File: config.mk
export PLATFORM = sky130hd
export DESIGN_NAME = smg_disp_ctrl
export DESIGN_NICKNAME = d
export VERILOG_FILES = /design/src/rtl/smg_pkg.sv /design/src/rtl/smg_encode.sv /design/src/rtl/smg_disp_ctrl.sv
export SDC_FILE = /design/constraint.sdc
export NUM_CORES = 1
export LEC_CHECK = 0
export BUFFER_PORTS_ARGS = -buffer_cell sky130_fd_sc_hd__buf_2
export CORE_AREA = 5 5 92 94
export CTS_CLUSTER_DIAMETER = 120
export DETAILED_ROUTE_END_ITERATION = 16
export DIE_AREA = 0 0 97 99
export GPL_TIMING_DRIVEN = 0
export PLACE_DENSITY = 0.88
export SYNTH_ARGS = -nofsm -noshare
export SYNTH_HDL_FRONTEND = slang
export SYNTH_SLANG_ARGS = --single-unit
File: constraint.sdc
create_clock -name CLK -period 3.76 [get_ports CLK]
set_input_delay 0.188 -clock CLK [delete_from_list [all_inputs] [get_ports CLK]]
set_output_delay 0.188 -clock CLK [all_outputs]
set_load 0.01 [all_outputs]
File: src/rtl/smg_pkg.sv
// Shared constants for the six-digit seven-segment display controller:
// digit count, idle pin levels and the hex-to-segment table.
package smg_pkg;

    localparam int          DIGITS     = 6;
    localparam logic [2:0]  LAST_DIGIT = 3'(DIGITS - 1);
    localparam logic [7:0]  SEG_OFF    = 8'hFF;
    localparam logic [5:0]  SCAN_OFF   = 6'b111111;

    // Active-low {dp,g,f,e,d,c,b,a}; dp is off in every entry.
    localparam logic [7:0] HEX_SEG [16] = '{
        8'hC0, 8'hF9, 8'hA4, 8'hB0, 8'h99, 8'h92, 8'h82, 8'hF8,
        8'h80, 8'h90, 8'h88, 8'h83, 8'hC6, 8'hA1, 8'h86, 8'h8E
    };

    // True when the nibble of `digit` and every more-significant nibble are zero.
    function automatic logic lead_zero(input logic [23:0] data, input logic [2:0] digit);
        logic z;
        z = 1'b1;
        for (int i = 0; i < DIGITS; i++) begin
            if (i <= int'(digit)) z &= (data[23-4*i -: 4] == 4'h0);
        end
        return z;
    endfunction

endpackage

File: src/rtl/smg_encode.sv
// Combinational segment encoder for one digit: hex code, optional blanking
// of segments a-g, and the decimal point (dp survives blanking).
module smg_encode
    import smg_pkg::*;
(
    input  logic [3:0] i_nibble,
    input  logic       i_dp,
    input  logic       i_blank,
    output logic [7:0] o_seg
);

    logic [7:0] w_code;

    assign w_code = i_blank ? SEG_OFF : HEX_SEG[i_nibble];
    assign o_seg  = {w_code[7] & ~i_dp, w_code[6:0]};

endmodule

File: src/rtl/smg_disp_ctrl.sv
// Six-digit multiplexed display with double-buffered frame-aligned updates.
// Define SMG_LZB_EN to blank leading zero digits (digit 6 always shown).
module smg_disp_ctrl
    import smg_pkg::*;
#(
    parameter logic [15:0] T1MS  = 16'd49999,
    parameter logic [15:0] BLANK = 16'd16
) (
    input  logic        CLK,
    input  logic        RSTn,
    input  logic [23:0] Data_In,
    input  logic [5:0]  Dp_In,
    input  logic        Load_Valid,
    output logic        Load_Ready,
    output logic [5:0]  Scan_Sig,
    output logic [7:0]  Seg_Sig,
    output logic        Frame_Done
);

    logic [15:0] r_cnt;
    logic [2:0]  r_digit;
    logic        r_pending;
    logic [23:0] r_pend_data, r_disp_data;
    logic [5:0]  r_pend_dp,   r_disp_dp;
    logic [5:0]  r_scan;
    logic [7:0]  r_seg;
    logic        r_frame_done;

    logic        w_slot_end, w_boundary, w_transfer, w_blank_win, w_lz_blank, w_dp;
    logic [3:0]  w_nibble;
    logic [7:0]  w_seg_code;
    logic [5:0]  w_scan;

    assign w_slot_end  = (r_cnt == T1MS);
    assign w_boundary  = w_slot_end && (r_digit == LAST_DIGIT);
    assign w_transfer  = Load_Valid && !r_pending;
    assign w_blank_win = (r_cnt < BLANK);
    assign Load_Ready  = !r_pending;

    // NOTE: clocked state uses non-blocking assignments so every register
    // samples pre-edge values regardless of block ordering.
    always_ff @(posedge CLK or negedge RSTn) begin
        if (!RSTn) begin
            r_cnt   <= '0;
            r_digit <= '0;
        end else if (w_slot_end) begin
            r_cnt   <= '0;
            r_digit <= (r_digit == LAST_DIGIT) ? 3'd0 : r_digit + 3'd1;
        end else begin
            r_cnt   <= r_cnt + 16'd1;
        end
    end

    // NOTE: the buffers are plain flops, not RAM, so they take the all-zero
    // reset value; a reset drops any pending load.
    always_ff @(posedge CLK or negedge RSTn) begin
        if (!RSTn) begin
            r_pending   <= 1'b0;
            r_pend_data <= '0;
            r_pend_dp   <= '0;
            r_disp_data <= '0;
            r_disp_dp   <= '0;
        end else if (w_transfer) begin
            r_pending   <= 1'b1;
            r_pend_data <= Data_In;
            r_pend_dp   <= Dp_In;
        end else if (w_boundary && r_pending) begin
            r_pending   <= 1'b0;
            r_disp_data <= r_pend_data;
            r_disp_dp   <= r_pend_dp;
        end
    end

    // NOTE: defaults ahead of the case keep this purely combinational (no latch).
    always_comb begin
        w_nibble = 4'h0;
        w_dp     = 1'b0;
        case (r_digit)
            3'd0:    begin w_nibble = r_disp_data[23:20]; w_dp = r_disp_dp[5]; end
            3'd1:    begin w_nibble = r_disp_data[19:16]; w_dp = r_disp_dp[4]; end
            3'd2:    begin w_nibble = r_disp_data[15:12]; w_dp = r_disp_dp[3]; end
            3'd3:    begin w_nibble = r_disp_data[11:8];  w_dp = r_disp_dp[2]; end
            3'd4:    begin w_nibble = r_disp_data[7:4];   w_dp = r_disp_dp[1]; end
            3'd5:    begin w_nibble = r_disp_data[3:0];   w_dp = r_disp_dp[0]; end
            default: ;
        endcase
    end

`ifdef SMG_LZB_EN
    assign w_lz_blank = (r_digit != LAST_DIGIT) && lead_zero(r_disp_data, r_digit);
`else
    assign w_lz_blank = 1'b0;
`endif

    smg_encode u_encode (
        .i_nibble (w_nibble),
        .i_dp     (w_dp),
        .i_blank  (w_lz_blank),
        .o_seg    (w_seg_code)
    );

    assign w_scan = SCAN_OFF ^ (6'b100000 >> r_digit);

    // Pins are registered, so they lag the slot counter by one cycle.
    always_ff @(posedge CLK or negedge RSTn) begin
        if (!RSTn) begin
            r_scan       <= SCAN_OFF;
            r_seg        <= SEG_OFF;
            r_frame_done <= 1'b0;
        end else begin
            r_scan       <= w_blank_win ? SCAN_OFF : w_scan;
            r_seg        <= w_blank_win ? SEG_OFF  : w_seg_code;
            r_frame_done <= w_boundary;
        end
    end

    assign Scan_Sig   = r_scan;
    assign Seg_Sig    = r_seg;
    assign Frame_Done = r_frame_done;

endmodule

Yosys cells after proc, flatten, opt, wreduce, memory -nomap -nowiden
Memories as Yosys holds them, arrays and structs flattened.
Index checks and enable logic that the tools add are counted.
{ "totals": {"register_bits": 95, "latchBits": 0, "ram_bits": 0, "rom_bits": 128, "inputBits": 33, "output_inout_bits": 16, "wordCells": 44, "memories": 1} }
{ "op_classes": {"addsub": 2, "mul": 0, "n_div": 0, "n_lt_le_gt_ge": 2, "eq_ne": 6, "shifts": 1, "n_mux": 10, "bitwise": 5, "n_reduce_logical": 7} }
{ "memory_table": {"columns": ["name", "depth", "word_bits", "read_ports", "rd_clocked_by_memory_dff", "write_ports", "line", "source"], "rows": [
  ["(name not given)", 16, 8, 1, 0, 0, "smg_encode.sv:14", "assign w_code = i_blank ? SEG_OFF : HEX_SEG[i_nibble];"]
]} }
{ "ops": {"columns": ["op", "n"], "rows": [
  ["$mux W8", 3],
  ["$pmux W4 S6", 1],
  ["$add A16 B1 Y16 const B", 1],
  ["$eq A16 B16 Y1 const B", 1],
  ["$lt A16 B5 Y1 const B", 1],
  ["$mux W16", 1],
  ["$eq A3 B2 Y1 const B", 2],
  ["$eq A3 B3 Y1 const B", 2],
  ["$mux W6", 1],
  ["$not A6 Y6", 1],
  ["$pmux W1 S6", 1],
  ["$shr A6 B3 Y6 const A", 1],
  ["$ge A5 B5 Y1 const B", 1],
  ["$not A4 Y5", 1],
  ["$add A3 B1 Y3 const B", 1],
  ["$eq A3 B1 Y1 const B", 1],
  ["$logic_and A1 B1 Y1", 3],
  ["$logic_not A3 Y1", 1],
  ["$mux W3", 1],
  ["$mux W1", 2],
  ["$not A1 Y1", 2],
  ["$reduce_and A2 Y1", 1],
  ["$reduce_bool A2 Y1", 1],
  ["$and A1 B1 Y1", 1],
  ["$logic_not A1 Y1", 1]
]} }

Depth between registers and ports, before layout
{ "logic_depth": {"ltp_word": 8, "depth_mapped": 11, "mapped_depth_nobuf": 10} }

Modules after synthesis
Synthesis repeated with hierarchy kept, for this count alone.
{ "hier_totals": {"cells_unflattened": 321, "area_unflattened_um2": 4372.9} }
{ "modules_own_cells": {"columns": ["module", "instances", "cells_each", "area_each_um2", "seq_area_each_um2"], "rows": [
  ["smg_disp_ctrl", 1, 285, 4070.2, 2394.8],
  ["smg_encode", 1, 36, 302.8, 0.0]
]} }

Least setup slack after synthesis
Ideal clock, no wire load.
{ "synth_path": {"kind": "reg2reg", "from": "register r_digit[0]", "to": "register r_seg[0], in the netlist Seg_Sig[0]", "setup_time_ps": 79, "t_arrival_ps": 2807, "t_required_ps": 3681, "setup_slack_ps": 875, "stages_incl_launch_ff": 11, "path_buffers": 1, "period_less_slack_ps": 2885, "path_cell_list": "dfrtp_1 buf_1 inv_1 nor2_1 ha_1 a32o_1 a221oi_1 inv_1 ha_1 or4_1 o211a_1"} }
{ "synth_between": {"elab_chain_cells": 7, "elab_cells_between_ends": 12, "cone_classes": "5 x eq/ne; 4 x mux; 1 x bitwise; 1 x reduce/logical; 1 x memory"} }
{ "synth_rtl": {"columns": ["element", "line", "source"], "rows": [
  ["start, declared", "smg_disp_ctrl.sv:21", "logic [2:0] r_digit;"],
  ["start signal, assigned", "smg_disp_ctrl.sv:48", "r_digit <= (r_digit == LAST_DIGIT) ? 3'd0 : r_digit + 3'd1;"],
  ["$eq A3 B3 Y1 (tied with other cells)", "smg_disp_ctrl.sv:78", "case (r_digit)"],
  ["$pmux W4 S6 *", "smg_disp_ctrl.sv:78", null],
  ["$not A4 Y5 (implied by the code) *", "smg_encode.sv:14", null],
  ["$mem_v2 Z16 W8 *", null, null],
  ["$mux W8 (implied by the code) * (2 in a row)", "smg_encode.sv:14", null],
  ["$mux W8 *", "smg_disp_ctrl.sv:112", "r_seg <= w_blank_win ? SEG_OFF : w_seg_code;"],
  ["end signal, assigned", "smg_disp_ctrl.sv:112", null],
  ["end, declared", "smg_disp_ctrl.sv:26", "logic [7:0] r_seg;"]
]} }
Every way passes the cells marked *; elsewhere a longest branch is shown, timed or not. The select of a mux whose other input is x is not followed.
A chain may end at the register's enable or synchronous reset.

Worst setup path after layout
Same ends and word-level chain as after synthesis.

==> impl_table.tex <==
\begin{tabular}{lr}
\hline
Metric & Value \\
\hline
\multicolumn{2}{l}{\textbf{Outcome}} \\
\quad Run status & completed \\
\multicolumn{2}{l}{\textbf{Clock network}} \\
\quad Depth of the CTS H-tree & 3 \\
\quad CTS buffer count & 9 \\
\quad Insertion delay to the later sink of the worst-skew pair & 370 ps \\
\quad Clock sinks & 95 \\
\quad Post-cts repair resize count & 0 \\
\quad TritonCTS clock tree & done \\
\quad CTS root buffer & clkbuf\_8 \\
\quad CTS clk-pin slew, worst paths & 100 ps \\
\quad Buffer depth of the longest clock path & 2 \\
\multicolumn{2}{l}{\textbf{Global routing}} \\
\quad Global-route wire length before repair & 12660 um \\
\quad Overflow after GRT & 0 \\
\quad Met1 demand-to-capacity share in global routing & 21.53\% \\
\quad Total routing usage reported by global routing & 16.54\% \\
\quad Largest net degree at the start of global routing & 75 \\
\quad Antenna violations before repair & 0 \\
\quad Met2 Track Usage GR & 26.65\% \\
\quad Number of global-route vias before repair & 2636 \\
\quad Routing layer with the top usage in global route & met2 \\
\quad Global routing usage on met3 & 3.680\% \\
\multicolumn{2}{l}{\textbf{Setup path}} \\
\quad Critical path, cell by cell & buf\_1, inv\_1, nor2\_1, ha\_1, a32o\_1, a221oi\_1, inv\_1, ha\_1, or4\_1, o211a\_1 \\
\quad Nature of the critical path startpoint & register \\
\quad Critical Path Start & r\_digit[0]\$\_DFFE\_PN0N\_ \\
\quad Critical Path Sink Type & register \\
\quad Slowest stage delay, CP & 680 ps \\
\quad Reg-to-reg startpoint & r\_digit[0]\$\_DFFE\_PN0N\_ \\
\quad Critical path type & register to register \\
\quad Data arrival time at the worst-slack endpoint & 3740 ps \\
\quad Biggest fanout along the worst timing path & 10 \\
\quad Endpoint required time on the critical path & 4060 ps \\
\quad Worst-path cell with the longest stage delay & a221oi\_1 \\
\multicolumn{2}{l}{\textbf{Hold path}} \\
\quad Hold/Removal Path Class & input port to register \\
\quad Critical hold path startpoint & Data\_In[13] \\
\multicolumn{2}{l}{\textbf{Yosys}} \\
\quad Yosys warnings & 0 \\
\quad Post-synthesis async set-or-reset flop share & 100.0\% \\
\quad Leading register cell type out of synthesis & dfrtp\_1 \\
\quad Top cells by area in the synthesized netlist & dfrtp\_1 (47\%), mux2\_4 (10\%), dfstp\_2 (8.6\%), mux2\_2 (8.4\%), mux2i\_1 (2.6\%) \\
\quad Area of the mapped netlist & 4272 um\^{}2 \\
\quad Number of enable flip-flop cells after synthesis & 0 \\
\quad Yosys cell types & 48 \\
\quad Area fraction of the dominant cell type after synthesis & 47.45\% \\
\quad Syn Inst Count & 315 \\
\quad FF+latch count, synth & 95 \\
\quad Post-Syn Area per Cell & 13.56 um\^{}2 \\
\quad Syn nets & 356 \\
\quad Sequential area share after synthesis & 56.06\% \\
\quad Dominant cell type by area after synthesis & dfrtp\_1 \\
\multicolumn{2}{l}{\textbf{Die}} \\
\quad Initial core utilization & 56.45\% \\
\quad Vert. Die Dim & 99 um \\
\quad Io pins & 49 \\
\quad Core outline area & 7567 um\^{}2 \\
\quad Area of the die & 9603 um\^{}2 \\
\quad Number of cell rows & 32 \\
\quad DIE WIDTH & 97 um \\
\multicolumn{2}{l}{\textbf{Finish}} \\
\quad Antenna diodes & 0 \\
\quad Area grow syn2layout & 14.35\% \\
\quad Share of layout cells above drive strength 1 & 39.63\% \\
\quad Fill cell instance count of the final layout & 557 \\
\quad NumNets Final & 417 \\
\quad Post-route cell area & 4885 um\^{}2 \\
\quad Final cell count without fillers & 483 \\
\quad Fraction of the core area covered by cells at the end of the flow & 64.55\% \\
\multicolumn{2}{l}{\textbf{Drt}} \\
\quad Final Routed Wirelength & 7476 um \\
\quad DRC marker count from the first detailed-route iteration & 153 \\
\quad Drt drc & 0 \\
\quad Detailed-routing iteration count for the pre-antenna-repair pass & 4 \\
\quad Total vias in the final route & 2619 \\
\quad Antenna Violating Nets Remaining & 0 \\
\quad Vias per std cell & 5.422 \\
\quad Routed wirelength normalized by instance count & 15.48 um \\
\multicolumn{2}{l}{\textbf{Place}} \\
\quad Port Buffers & 48 \\
\quad Post-detailed-placement cell area & 4669 um\^{}2 \\
\quad DP Cell Count & 466 \\
\quad Minimum setup slack after placement & 350.2 ps \\
\quad Final RePlAce weighted congestion & 0.8322 \\
\quad Post-detail-place hpwl & 5565 um \\
\multicolumn{2}{l}{\textbf{STA}} \\
\quad Tightest hold margin & 44.42 ps \\
\quad Max Freq & 0.2902 GHz \\
\quad Setup TNS & 0 ps \\
\quad Actual transition at the worst max-transition pin & 858.6 ps \\
\quad Unrepaired setup endpoints after global routing & false \\
\quad Final worst-path setup slack & 314.0 ps \\
\quad Final slew viol count & 0 \\
\quad Worst Skew & 6.221 ps \\
\quad Final setup vio count & 0 \\
\quad Min cycle time layout & 3446 ps \\
\quad Part of the cycle the worst path needs & 91.65\% \\
\quad Worst slew margin relative to its limit & 42.76\% \\
\quad Count of endpoints failing hold in the final timing report & 0 \\
\multicolumn{2}{l}{\textbf{Run}} \\
\quad Max-cap violation count & 0 \\
\multicolumn{2}{l}{\textbf{Pwr}} \\
\quad Power per cell area & 378.9 nW/um\^{}2 \\
\quad Leakage power & 2.327 nW \\
\quad VDD IR max & 280.1 uV \\
\quad Total design power & 1.851 mW \\
\hline
\end{tabular}
-- worst paths after layout --
kind | end | slack [ps] | cells after the start
worst max-delay path | Seg_Sig[0]$_DFF_PN1_ | 310 | 10
worst min-delay path | r_pend_data[13]$_DFFE_PN0P_ | 40 | 2
worst max register to register | Seg_Sig[0]$_DFF_PN1_ | 310 | 10
worst min register to register | r_cnt[0]$_DFF_PN0_ | 510 | 1
max in group asynchronous | r_disp_data[15]$_DFFE_PN0P_ | 2910 | 3
min in group asynchronous | r_cnt[13]$_DFF_PN0_ | 230 | 2
-- synthesized netlist by cell type (all sizes together), types with 2 or more instances --
library cell	number
dfrtp	81
mux2	61
nand2	22
nor2	19
dfstp	14
mux2i	11
buf	9
nand3	9
xnor2	9
ha	8
inv	7
xor2	7
o21ai	6
nor3	5
clkbuf	4
nor4	4
o221ai	4
nand3b	3
nand4	3
nor2b	3
a221oi	2
and2	2
nand2b	2
nand4b	2
nor3b	2
-- placed cells by master (no fill, tap or decap), drive strengths merged, types with 4 or more instances in the layout --
cell type,n
nor2,19
mux2,61
mux2i,11
dfrtp,81
xnor2,9
inv,9
o21ai,6
xor2,7
nor3,5
o221ai,4
dfstp,14
nand2,22
ha,8
clkbuf,13
nand3,9
nor4,4
buf,58
-- flip-flops by register name, summed over array words and instances, names as in the netlist --
name / count
r_pending: 1
r_digit: 3
r_pend_dp: 6
Seg_Sig: 8
r_disp_data: 24
Frame_Done: 1
r_cnt: 16
r_disp_dp: 6
Scan_Sig: 6
r_pend_data: 24
-- cell families after synthesis --
kind of cell / share of synthesized area [%]
AND/OR/NAND/NOR: 9.871
XOR/XNOR: 3.281
adder cells (fa/ha/maj): 2.343
flip-flops: 56.06
buffers and inverters: 2.460
multiplexers: 21.73
AO/OA/AOI/OAI: 4.247
-- layer usage --
layer / routed length, um / up-vias / part of all wire [%]
met2: 3601 / 63 / 48
met3: 348 / 10 / 4.7
met4: 139 / 0 / 1.9
met1: 3386 / 1301 / 45
met5: 0 / - / 0
li1: - / 1245 / -
-- critical path, delay by kind of cell (launching register included) --
kind                       cells  cell delay, ps
adders and majority gates      2             560
DFF                            1             420
and+or+nand+nor                2             610
AOI/OAI and AO/OA              3            1050
buffers and inverters          3             720
-- repair_timing --
action,CTS,global route
hold buffers,1,0
buffers inserted,0,0
endpoints found under the hold margin,21,0
endpoints found under the setup margin,0,0
-- power breakdown --
part,total [mW],internal [mW],switching [mW]
sequential,1.09,1.06,0.0222
clock,0.686,0.315,0.371
combinational,0.0793,0.0468,0.0325
-- final cells by class --
| class | count | area, um^2 | area share (%) |
|---|---|---|---|
| flip-flops and latches | 95 | 2395 | 49.03 |
| multi-input cells | 200 | 1772 | 36.27 |
| repair buffers | 50 | 280.3 | 5.738 |
| well taps | 102 | 127.6 | 2.613 |
| clock buffers | 9 | 123.9 | 2.536 |
| clock inverters | 7 | 81.33 | 1.665 |
| plain buffers | 13 | 78.83 | 1.614 |
| inverters | 7 | 26.28 | 0.5379 |
No activity file was read; power rests on OpenSTA's default activity.
